==> src/rtl/chunked_serial_adder.sv <==
// chunked_serial_adder: multi-cycle unsigned adder/subtractor.
// Each clock adds one CHUNK-bit slice, LSB slice first, through a full-adder
// ripple chain. The carry between slices is held in a register. Valid/ready
// handshakes on both sides.
// An operation accepted at edge T presents its result at edge T+NCHUNK. The
// result is held until out_ready, and the block returns to IDLE one cycle later.
// Optional: define CHUNKED_SERIAL_ADDER_OVF_EN to add the signed-overflow output ovf.
module chunked_serial_adder #(
    parameter int WIDTH = 16,
    parameter int CHUNK = 4
) (
    input  logic             clk,
    input  logic             rst_n,
    input  logic             in_valid,
    output logic             in_ready,
    input  logic [WIDTH-1:0] a,
    input  logic [WIDTH-1:0] b,
    input  logic             cin,
    input  logic             sub,
    output logic             out_valid,
    input  logic             out_ready,
    output logic [WIDTH-1:0] sum,
    output logic             cout
`ifdef CHUNKED_SERIAL_ADDER_OVF_EN
    ,
    output logic             ovf
`endif
);

    localparam int NCHUNK = WIDTH / CHUNK;
    localparam int CNT_W  = (NCHUNK > 1) ? $clog2(NCHUNK) : 1;
    localparam logic [CNT_W-1:0] LAST = CNT_W'(NCHUNK - 1);

    typedef enum logic [1:0] {
        IDLE = 2'd0,
        RUN  = 2'd1,
        DONE = 2'd2
    } state_t;

    state_t           state;
    state_t           state_nxt;
    logic             accept;
    logic             last;
    logic             release_out;

    logic [CNT_W-1:0] cnt;
    logic             carry;
    logic [WIDTH-1:0] a_reg;
    logic [WIDTH-1:0] b_reg;

    logic [CHUNK:0]   slice_res;
    logic [CHUNK-1:0] slice_sum;
    logic             slice_co;

    // Full-adder ripple chain over one slice; returns {carry_out, sum}.
    function automatic logic [CHUNK:0] ripple(input logic [CHUNK-1:0] x,
                                              input logic [CHUNK-1:0] y,
                                              input logic             ci);
        logic             c;
        logic [CHUNK-1:0] s;
        c = ci;
        s = '0;
        for (int i = 0; i < CHUNK; i++) begin
            s[i] = x[i] ^ y[i] ^ c;
            c    = (x[i] & y[i]) | (x[i] & c) | (y[i] & c);
        end
        return {c, s};
    endfunction

    assign in_ready = (state == IDLE);

    // Operand registers shift right each RUN cycle, so the active slice is always the low CHUNK bits.
    always_comb begin
        slice_res = ripple(a_reg[CHUNK-1:0], b_reg[CHUNK-1:0], carry);
        slice_sum = slice_res[CHUNK-1:0];
        slice_co  = slice_res[CHUNK];
    end

    // State register.
    always_ff @(posedge clk or negedge rst_n) begin
        if (!rst_n) begin
            state <= IDLE;
        end else begin
            state <= state_nxt;
        end
    end

    // Next-state decode and per-cycle control strobes.
    always_comb begin
        state_nxt   = state;
        accept      = 1'b0;
        last        = 1'b0;
        release_out = 1'b0;
        case (state)
            IDLE: begin
                if (in_valid) begin
                    accept    = 1'b1;
                    state_nxt = RUN;
                end
            end
            RUN: begin
                if (cnt == LAST) begin
                    last      = 1'b1;
                    state_nxt = DONE;
                end
            end
            DONE: begin
                if (out_ready) begin
                    release_out = 1'b1;
                    state_nxt   = IDLE;
                end
            end
            default: state_nxt = IDLE;
        endcase
    end

    // Capture operands on accept (B inverted and carry flipped for subtract), then walk the slices.
    always_ff @(posedge clk or negedge rst_n) begin
        if (!rst_n) begin
            a_reg <= '0;
            b_reg <= '0;
            carry <= 1'b0;
            cnt   <= '0;
            sum   <= '0;
            cout  <= 1'b0;
        end else if (accept) begin
            a_reg <= a;
            b_reg <= b ^ {WIDTH{sub}};
            carry <= cin ^ sub;
            cnt   <= '0;
        end else if (state == RUN) begin
            a_reg <= a_reg >> CHUNK;
            b_reg <= b_reg >> CHUNK;
            carry <= slice_co;
            cnt   <= cnt + 1'b1;
            for (int k = 0; k < NCHUNK; k++) begin
                if (cnt == CNT_W'(k)) begin
                    sum[k*CHUNK +: CHUNK] <= slice_sum;
                end
            end
            if (last) begin
                cout <= slice_co;
            end
        end
    end

    // Result valid: raised with the final slice, dropped on the output handshake.
    always_ff @(posedge clk or negedge rst_n) begin
        if (!rst_n) begin
            out_valid <= 1'b0;
        end else if (last) begin
            out_valid <= 1'b1;
        end else if (release_out) begin
            out_valid <= 1'b0;
        end
    end

`ifdef CHUNKED_SERIAL_ADDER_OVF_EN
    // Carry into the MSB is recovered from the MSB sum bit: c = s ^ x ^ y.
    logic msb_cin;
    assign msb_cin = slice_sum[CHUNK-1] ^ a_reg[CHUNK-1] ^ b_reg[CHUNK-1];

    // Signed overflow, captured in the last RUN cycle alongside cout.
    always_ff @(posedge clk or negedge rst_n) begin
        if (!rst_n) begin
            ovf <= 1'b0;
        end else if (last) begin
            ovf <= msb_cin ^ slice_co;
        end
    end
`endif

endmodule

==> config.mk <==
export PLATFORM = sky130hd
export DESIGN_NAME = chunked_serial_adder
export DESIGN_NICKNAME = d
export VERILOG_FILES = /design/src/rtl/chunked_serial_adder.sv
export SDC_FILE = /design/constraint.sdc
export NUM_CORES = 1
export LEC_CHECK = 0
export ABC_CLOCK_PERIOD_IN_PS = 4050
export CAP_MARGIN = 25
export CORE_ASPECT_RATIO = 1.4
export CORE_MARGIN = 3
export CORE_UTILIZATION = 30
export CTS_CLUSTER_DIAMETER = 50
export DETAILED_ROUTE_END_ITERATION = 8
export PLACE_DENSITY = 0.6
export SYNTH_ARGS = -nofsm -noshare
export SYNTH_HDL_FRONTEND = slang
export SYNTH_SLANG_ARGS = --single-unit
==> constraint.sdc <==
create_clock -name clk -period 4.05 [get_ports clk]
set_clock_uncertainty 0.1 [all_clocks]
set_input_delay 0.81 -clock clk [delete_from_list [all_inputs] [get_ports clk]]
set_output_delay 0.81 -clock clk [all_outputs]
set_load 0.02 [all_outputs]
; ---- Yosys cells after proc, flatten, opt, wreduce, memory -nomap -nowiden
; Cells that the tools add are included.
[classes]
reduce_logical = 10
addsub = 1
mux = 20
eq_ne = 8
n_bitwise = 31
[op_table]
columns = op, count
row1 = $mux 16, 4
row2 = $reduce_and 3->1, 6
row3 = $xor 16x16->16, 1
row4 = $and 1x1->1, 12
row5 = $mux 1, 10
row6 = $mux 2, 5
row7 = $xor 1x1->1, 9
row8 = $or 1x1->1, 8
row9 = $eq 2x2->1 const B, 3
row10 = $ne 2x2->1 const B, 3
row11 = $pmux 2 s3, 1
row12 = $eq 2x1->1 const B, 2
row13 = $logic_not 2->1, 2
row14 = $reduce_bool 2->1, 2
row15 = $add 2x1->2 const B, 1
row16 = $not 1->1, 1
[totals]
reg_bits = 55
word_cells = 81
out_inout_bits = 19
input_bits = 38

; ---- Depth between registers and ports, before layout
; Gate-level depths: netlist of the first run.
[depth]
depth_word = 14
ltp_mapped = 10

; ---- Worst setup path after synthesis of the first run
; Ideal clock, no wire load.
[synth_path]
path_type = register to register
startpoint = reg carry
endpoint = reg sum[15]
setup_time_ns = 0.085
t_arrival_ns = 1.995
setup_slack_ns = 1.870
path_stages_with_launch = 9
t_required_ns = 3.865
cell_sequence = dfrtp_1 -> inv_1 -> fa_1 -> inv_1 -> fa_1 -> fa_1 -> inv_1 -> fa_1 -> o21ai_0
[synth_via]
elab_chain_cells = 10
word_cells_on_any_way = 13
[synth_rtl]
columns = item, line
row1 = from (decl), 47  ; logic carry;
row2 = from (signal assigned), 129  ; carry <= cin ^ sub;
row3 = from (signal assigned), 134  ; carry <= slice_co;
row4 = $and 1x1->1, 65  ; c = (x[i] & y[i]) | (x[i] & c) | (y[i] & c);
row5 = $or 1x1->1, 65
row6 = $or 1x1->1 *, 65
row7 = $and 1x1->1, 65
row8 = $or 1x1->1, 65
row9 = $or 1x1->1 *, 65
row10 = $and 1x1->1, 65
row11 = $or 1x1->1, 65
row12 = $or 1x1->1 *, 65
row13 = $xor 1x1->1 *, 64  ; s[i] = x[i] ^ y[i] ^ c;
row14 = "to (signal, indexed assignment)", 138  ; sum[k*CHUNK +: CHUNK] <= slice_sum;
row15 = to (decl), 22  ; output logic [WIDTH-1:0] sum,
; Mark *: on every way between the ends. The rest lies on a longest branch, timed or not.
; A chain may end at the register's enable or synchronous reset.

; ---- Worst setup path in the final report of the first run
[layout_path]
startpoint = reg state[0]
endpoint = out in_ready
[layout_via]
elab_chain_cells = 1
[layout_rtl]
columns = item, line
row1 = from (decl), 40  ; state_t state;
row2 = from (signal assigned), 84  ; state <= state_nxt;
row3 = $logic_not 2->1, 70  ; assign in_ready = (state == IDLE);
row4 = to (decl), 15  ; output logic in_ready,
; No other way between the ends.

==> results.sh, run 1 <==
export IMPL_cts_tree="built"
export IMPL_final_max_slew_viol_count=0
export IMPL_clkTransAtPathRegs_ns=0.07
export IMPL_clock_sinks=55
export IMPL_ioPinCount=57
export IMPL_synth_area_leaders="dfrtp_1, nand2_1, xnor2_1"
export IMPL_switching_share_pct=38.2
export IMPL_critPathBufInv=1
export IMPL_grt_overflow_total=0
export IMPL_insertion_delay_ns=0.29
export IMPL_grt_pass1_wl_um=9100
export IMPL_clock_fmax_ghz=0.389
export IMPL_critPathMaxFanout=13
export IMPL_antenna_cells=0
export IMPL_num_vias=1819
export IMPL_grt_antenna_before_repair=0
export IMPL_area_growth_pct=29.9
export IMPL_io_buffers=56
export IMPL_wl_per_cell_um=14.2
export IMPL_place_hpwl_um=4020
export IMPL_status="completed"
export IMPL_hold_path_class="flip-flop to flip-flop"
export IMPL_critPathMaxStageDelay_ns=0.62
export IMPL_p_comb_share_pct=45.1
export IMPL_yosysUniqueCellTypes=27
export IMPL_routed_wirelength_um=5510
export IMPL_synth_seq_cells=55
export IMPL_ir_worst_vdd_mv=0.336
export IMPL_post_route_period_util_pct=63.5
export IMPL_layout_drive_gt1_share_pct=9.47
export IMPL_power_density_nw_per_um2=755
export IMPL_row_count=39
export IMPL_slew_headroom_pct=31.6
export IMPL_place_congestion=0.730
export IMPL_synth_top_area_share_pct=54.1
export IMPL_timing_setup_critical_path_class="flip-flop to primary output"
export IMPL_drtIter0Drc=74
export IMPL_drcViolationCount=0
export IMPL_end_kind="primary output"
export IMPL_syn_num_nets=279
export IMPL_holdBufCountCts=0
export IMPL_cap_violations=0
export IMPL_crit_arrival_ns=1.66
export IMPL_crit_family="buffers and inverters"
export IMPL_drt_pass1_iterations=4
export IMPL_setup_viol=0
export IMPL_die_h_um=115
export IMPL_netlist_area_um2=2540
export IMPL_track_usage_pct=12.1
export IMPL_syn_inst=233
export IMPL_yosysWarnings=0
export IMPL_cpMaxStageDelayCell="clkdlybuf4s50_1"
export IMPL_ctsResizeCount=0
export IMPL_fin_setup_tns_ns=0
export IMPL_rsz0062_at_grt="no"
export IMPL_viasPerCell=4.70
export IMPL_die_area_um2=9640
export IMPL_die_w_um=83.8
export IMPL_grt_max_degree=36
export IMPL_synth_top_cell_by_area="dfrtp_1"
export IMPL_numCtsBuffers=5
export IMPL_required_ns=3.14
export IMPL_pwr_share_clk_pct=16.5
export IMPL_cp_cell_sequence="nor2_1 > clkdlybuf4s50_1"
export IMPL_cts_buffer_depth=2
export IMPL_final_core_util_pct=40.3
export IMPL_ctsRootBufferMaster="clkbuf_16"
export IMPL_start_util_pct=31.0
export IMPL_pwr_share_seq_pct=38.4
export IMPL_power_internal_uw=1550
export IMPL_core_um2=8200
export IMPL_power_switching_uw=953
export IMPL_grt_pass1_vias=1772
export IMPL_period_minus_slack_ns=2.57
export IMPL_drtAntennaViolNets=0
export IMPL_finish_net_count=330
export IMPL_ys_seq_area_share_pct=54.1
export IMPL_post_cts_buffers=0
export IMPL_p_leak_uw=0.00145
export IMPL_syn_avg_cell_area_um2=10.9
export IMPL_htreeDepth=2
export IMPL_start_kind="flip-flop"
export IMPL_tightest_slew_ns=1.03
export IMPL_finalHoldViolCount=0
## worst reg2reg max path, stage by stage, from the launching register on
cell	delay [ns]
dfrtp_1	0.39
inv_1	0.10
fa_1	0.17
inv_1	0.05
fa_1	0.37
fa_1	0.37
inv_1	0.08
fa_1	0.48
o21ai_0	0.19
## synthesized netlist by cell type (all sizes together)
| library cell | number |
|---|---|
| dfrtp | 55 |
| nand2 | 44 |
| xnor2 | 17 |
| o21ai | 16 |
| nor2 | 14 |
| a221o | 12 |
| a22oi | 12 |
| buf | 11 |
| inv | 10 |
| mux2 | 8 |
| nand3 | 8 |
| nand3b | 5 |
| fa | 4 |
| ha | 4 |
| clkbuf | 3 |
| a21oi | 2 |
| o31ai | 2 |
| nand2b | 1 |
| nor2b | 1 |
| nor3b | 1 |
| o211ai | 1 |
| o21bai | 1 |
| or3b | 1 |
## layout make-up
type | instances | area, um^2
fill | 823 | 4890
timing repair buffer | 58 | 578
multi-input combinational | 154 | 1050
sequential | 55 | 1380
tap | 102 | 128
clock inverter | 3 | 15.0
clock buffer | 5 | 125
inverter | 10 | 37.5
## metrics by stage
| stage | setup slack [ns] | cells | total power [uW] | hold slack (ns) | cell area, um^2 |
|---|---|---|---|---|---|
| after detailed placement | 1.30 | 379 | 2120 | 0.363 | 3170 |
| after global placement | 1.35 | 378 | 2070 | 0.358 | 3150 |
| final | 1.48 | 387 | 2500 | 0.377 | 3310 |
| after CTS | 1.47 | 387 | 2540 | 0.380 | 3310 |
| after global routing | 1.42 | 387 | 2710 | 0.397 | 3310 |
| after floorplan | 1.87 | 233 | 1700 | 0.346 | 2540 |
## logic make-up after synthesis
kind of cell | after synthesis | share of synthesized area [%]
multiplexers | 8 | 3.54
AO/OA/AOI/OAI | 46 | 13.4
flip-flops | 55 | 54.1
buffers and inverters | 24 | 4.87
XOR/XNOR | 17 | 5.85
AND/OR/NAND/NOR | 75 | 13.2
adder cells (fa/ha/maj) | 8 | 5.11
## layout by cell type (no fill, tap or decap)
cell type	count
o211ai_1	1
nand2_1	44
nand3b_1	5
nand2b_1	1
o21bai_2	1
a221o_1	7
clkbuf_16	5
clkinv_2	3
ha_1	4
nor2b_2	1
o31ai_1	2
mux2_2	8
or3b_1	1
dfrtp_1	55
inv_1	10
o21ai_0	11
a21oi_1	2
nor2_1	14
buf_4	1
buf_2	1
buf_8	1
nor3b_4	1
a22oi_1	12
xnor2_1	17
a221o_2	5
fa_1	4
o21ai_1	5
clkdlybuf4s50_1	55
nand3_1	8
## path summary, 6_finish.rpt
path	cells after the start	endpoint	slack, ns	start
max in group asynchronous	2	b_reg[3]	2.55	rst_n
setup / recovery	2	in_ready	1.48	state[0]
setup reg to reg	8	sum[11]	1.68	b_reg[0]
hold reg to reg	2	sum[15]	0.38	sum[15]
min in group asynchronous	1	b_reg[4]	0.50	rst_n
hold / removal	2	sum[15]	0.38	sum[15]
## power groups by stage
stage / sequential, uW / combinational, uW / clock [uW]
after floorplan: 1010 / 688 / 0
after global placement: 961 / 1110 / 0
after detailed placement: 972 / 1150 / 0
after CTS: 961 / 1150 / 426
after global routing: 994 / 1260 / 449
final: 959 / 1130 / 413
## layer usage
| layer | vias to the layer above | share of wire (%) | global-route usage [%] |
|---|---|---|---|
| li1 | 894 | - | - |
| met1 | 873 | 44 | 14.8 |
| met2 | 45 | 50 | 20.7 |
| met3 | 7 | 3.6 | 2.51 |
| met4 | 0 | 2.0 | 5.15 |
| met5 | - | 0 | 0 |
Note: power is estimated with default switching activity, not from simulation.
==> inputs of run 2 (changes only) <==
--- a/config.mk
+++ b/config.mk
@@ -5,14 +5,14 @@
 export SDC_FILE = /design/constraint.sdc
 export NUM_CORES = 1
 export LEC_CHECK = 0
-export ABC_CLOCK_PERIOD_IN_PS = 4050
+export ABC_CLOCK_PERIOD_IN_PS = 2290
 export CAP_MARGIN = 25
 export CORE_ASPECT_RATIO = 1.4
 export CORE_MARGIN = 3
 export CORE_UTILIZATION = 30
 export CTS_CLUSTER_DIAMETER = 50
 export DETAILED_ROUTE_END_ITERATION = 8
-export PLACE_DENSITY = 0.6
+export PLACE_DENSITY = 0.62
 export SYNTH_ARGS = -nofsm -noshare
 export SYNTH_HDL_FRONTEND = slang
 export SYNTH_SLANG_ARGS = --single-unit
==> constraint.sdc (replaced) <==
create_clock -name clk -period 2.29 [get_ports clk]
set_clock_uncertainty 0.1 [all_clocks]
set_input_delay 0.458 -clock clk [delete_from_list [all_inputs] [get_ports clk]]
set_output_delay 0.458 -clock clk [all_outputs]
set_load 0.02 [all_outputs]
==> results.sh, run 2 (synthesis gave the netlist of run 1 again) <==
export IMPL_timing_setup_critical_path_class="flip-flop to flip-flop"
export IMPL_die_h_um=115
export IMPL_cap_violations=0
export IMPL_critPathMaxFanout=4
export IMPL_clkTransAtPathRegs_ns=0.07
export IMPL_total_power_uw=4620
export IMPL_antenna_cells=0
export IMPL_layout_drive_gt1_share_pct=15.1
export IMPL_insertion_delay_ns=0.29
export IMPL_drtAntennaViolNets=0
export IMPL_viasPerCell=4.69
export IMPL_track_usage_pct=11.2
export IMPL_ioPinCount=57
export IMPL_clock_fmax_ghz=0.453
export IMPL_p_leak_uw=0.00150
export IMPL_die_w_um=83.8
export IMPL_place_congestion=0.787
export IMPL_clock_sinks=55
export IMPL_required_ns=2.40
export IMPL_row_count=39
export IMPL_status="completed"
export IMPL_post_route_period_util_pct=96.4
export IMPL_drt_pass1_iterations=4
export IMPL_start_kind="flip-flop"
export IMPL_dp_cells=385
export IMPL_crit_arrival_ns=2.32
export IMPL_place_hpwl_um=3840
export IMPL_num_vias=1846
export IMPL_finish_net_count=338
export IMPL_start_util_pct=31.0
export IMPL_grt_overflow_total=0
export IMPL_htreeDepth=2
export IMPL_cts_tree="built"
export IMPL_power_density_nw_per_um2=1350
export IMPL_area_growth_pct=34.3
export IMPL_io_buffers=56
export IMPL_final_max_slew_viol_count=0
export IMPL_slew_headroom_pct=69.6
export IMPL_tightest_slew_ns=0.456
export IMPL_finalHoldViolCount=0
export IMPL_holdBufCountCts=0
export IMPL_drtIter0Drc=76
export IMPL_grt_pass1_vias=1761
export IMPL_r2r_cells=8
export IMPL_wl_per_cell_um=13.6
export IMPL_rsz0062_at_grt="yes"
export IMPL_setup_viol=0
export IMPL_end_kind="flip-flop"
export IMPL_ctsRootBufferMaster="clkbuf_16"
export IMPL_period_minus_slack_ns=2.21
export IMPL_hold_path_class="input pin to async pin"
export IMPL_layout_common_cells="dfrtp_1, clkdlybuf4s50_1, nand2_1, xnor2_1, nor2_1"
export IMPL_routed_wirelength_um=5360
export IMPL_rr_endpoint="sum[15]"
export IMPL_grt_pass1_wl_um=8650
export IMPL_grt_antenna_before_repair=0
export IMPL_drcViolationCount=0
export IMPL_grt_max_degree=56
export IMPL_reg2reg_slack_ns=0.08
export IMPL_numCtsBuffers=5
export IMPL_r2r_start="a_reg[0]"
export IMPL_cts_buffer_depth=2
export IMPL_fin_cells=394
export IMPL_core_um2=8200
export IMPL_die_area_um2=9640
export IMPL_ir_worst_vdd_mv=0.548
-- run 2: changes by cell type in the layout (fill, tap and decap cells not counted), sizes merged --
cell	before	now
buf	3	11
clkbuf	5	6
clkinv	3	0
inv	10	11
-- run 2: per-layer routing --
metal	global-route usage [%]	share of wire, %	vias up
met4	3.54	1.1	0
met1	14.2	44	877
met3	2.44	4.5	7
li1	-	-	912
met2	19.0	50	50
met5	0	0	-
-- run 2: worst max path at each step --
stage,start,end,slack (ns),cells past startpoint
3_3_place_gp,carry,sum[11],0.05,8
5_1_grt,a_reg[0],sum[15],-0.002,8
3_5_place_dp,carry,sum[15],-0.03,8
4_1_cts,a_reg[0],sum[15],0.02,8
6_report,a_reg[0],sum[15],0.08,8
2_1_floorplan,carry,sum[15],0.11,8
-- run 2: repair_timing --
item,4_1_cts,5_1_grt
pin swaps,3,2
buffers inserted,0,1
endpoints found under the setup margin,4,4
gates resized for setup,5,9
-- run 2: layout make-up --
class / instances / area (um^2)
fill: 833 / 4780
sequential: 55 / 1380
multi-input combinational: 154 / 1060
timing repair buffer: 66 / 663
clock buffer: 6 / 139
tap: 102 / 128
inverter: 10 / 37.5
clock inverter: 1 / 8.76
-- run 2: power by group --
| part | total, uW | leakage [uW] | switching, uW | internal, uW |
|---|---|---|---|---|
| Combinational | 2200 | 0.000725 | 1160 | 1040 |
| Sequential | 1650 | 0.000701 | 244 | 1400 |
| Clock | 766 | 0.0000733 | 333 | 434 |
-- run 2: worst max-delay path, stage by stage, from the launching register on --
cell and delay (ns):
dfrtp_1 0.40, inv_2 0.07, fa_2 0.19, inv_2 0.04, fa_2 0.33, fa_2 0.34
inv_2 0.06, fa_2 0.46, o21ai_2 0.14
-- run 2: per-stage QoR --
step / hold WS (ns) / util [%] / cell area (um^2) / setup TNS (ns) / worst slack, ns
global placement: 0.358 / 39.4 / 3230 / 0 / 0.0476
detailed placement: 0.363 / 39.4 / 3230 / -0.0701 / -0.0329
floorplan: 0.0624 / - / 2540 / 0 / 0.110
CTS: 0.0708 / 41.2 / 3380 / 0 / 0.0156
global route: 0.0803 / 41.7 / 3420 / -0.00184 / -0.00184
finish: 0.0607 / 41.7 / 3420 / 0 / 0.0826
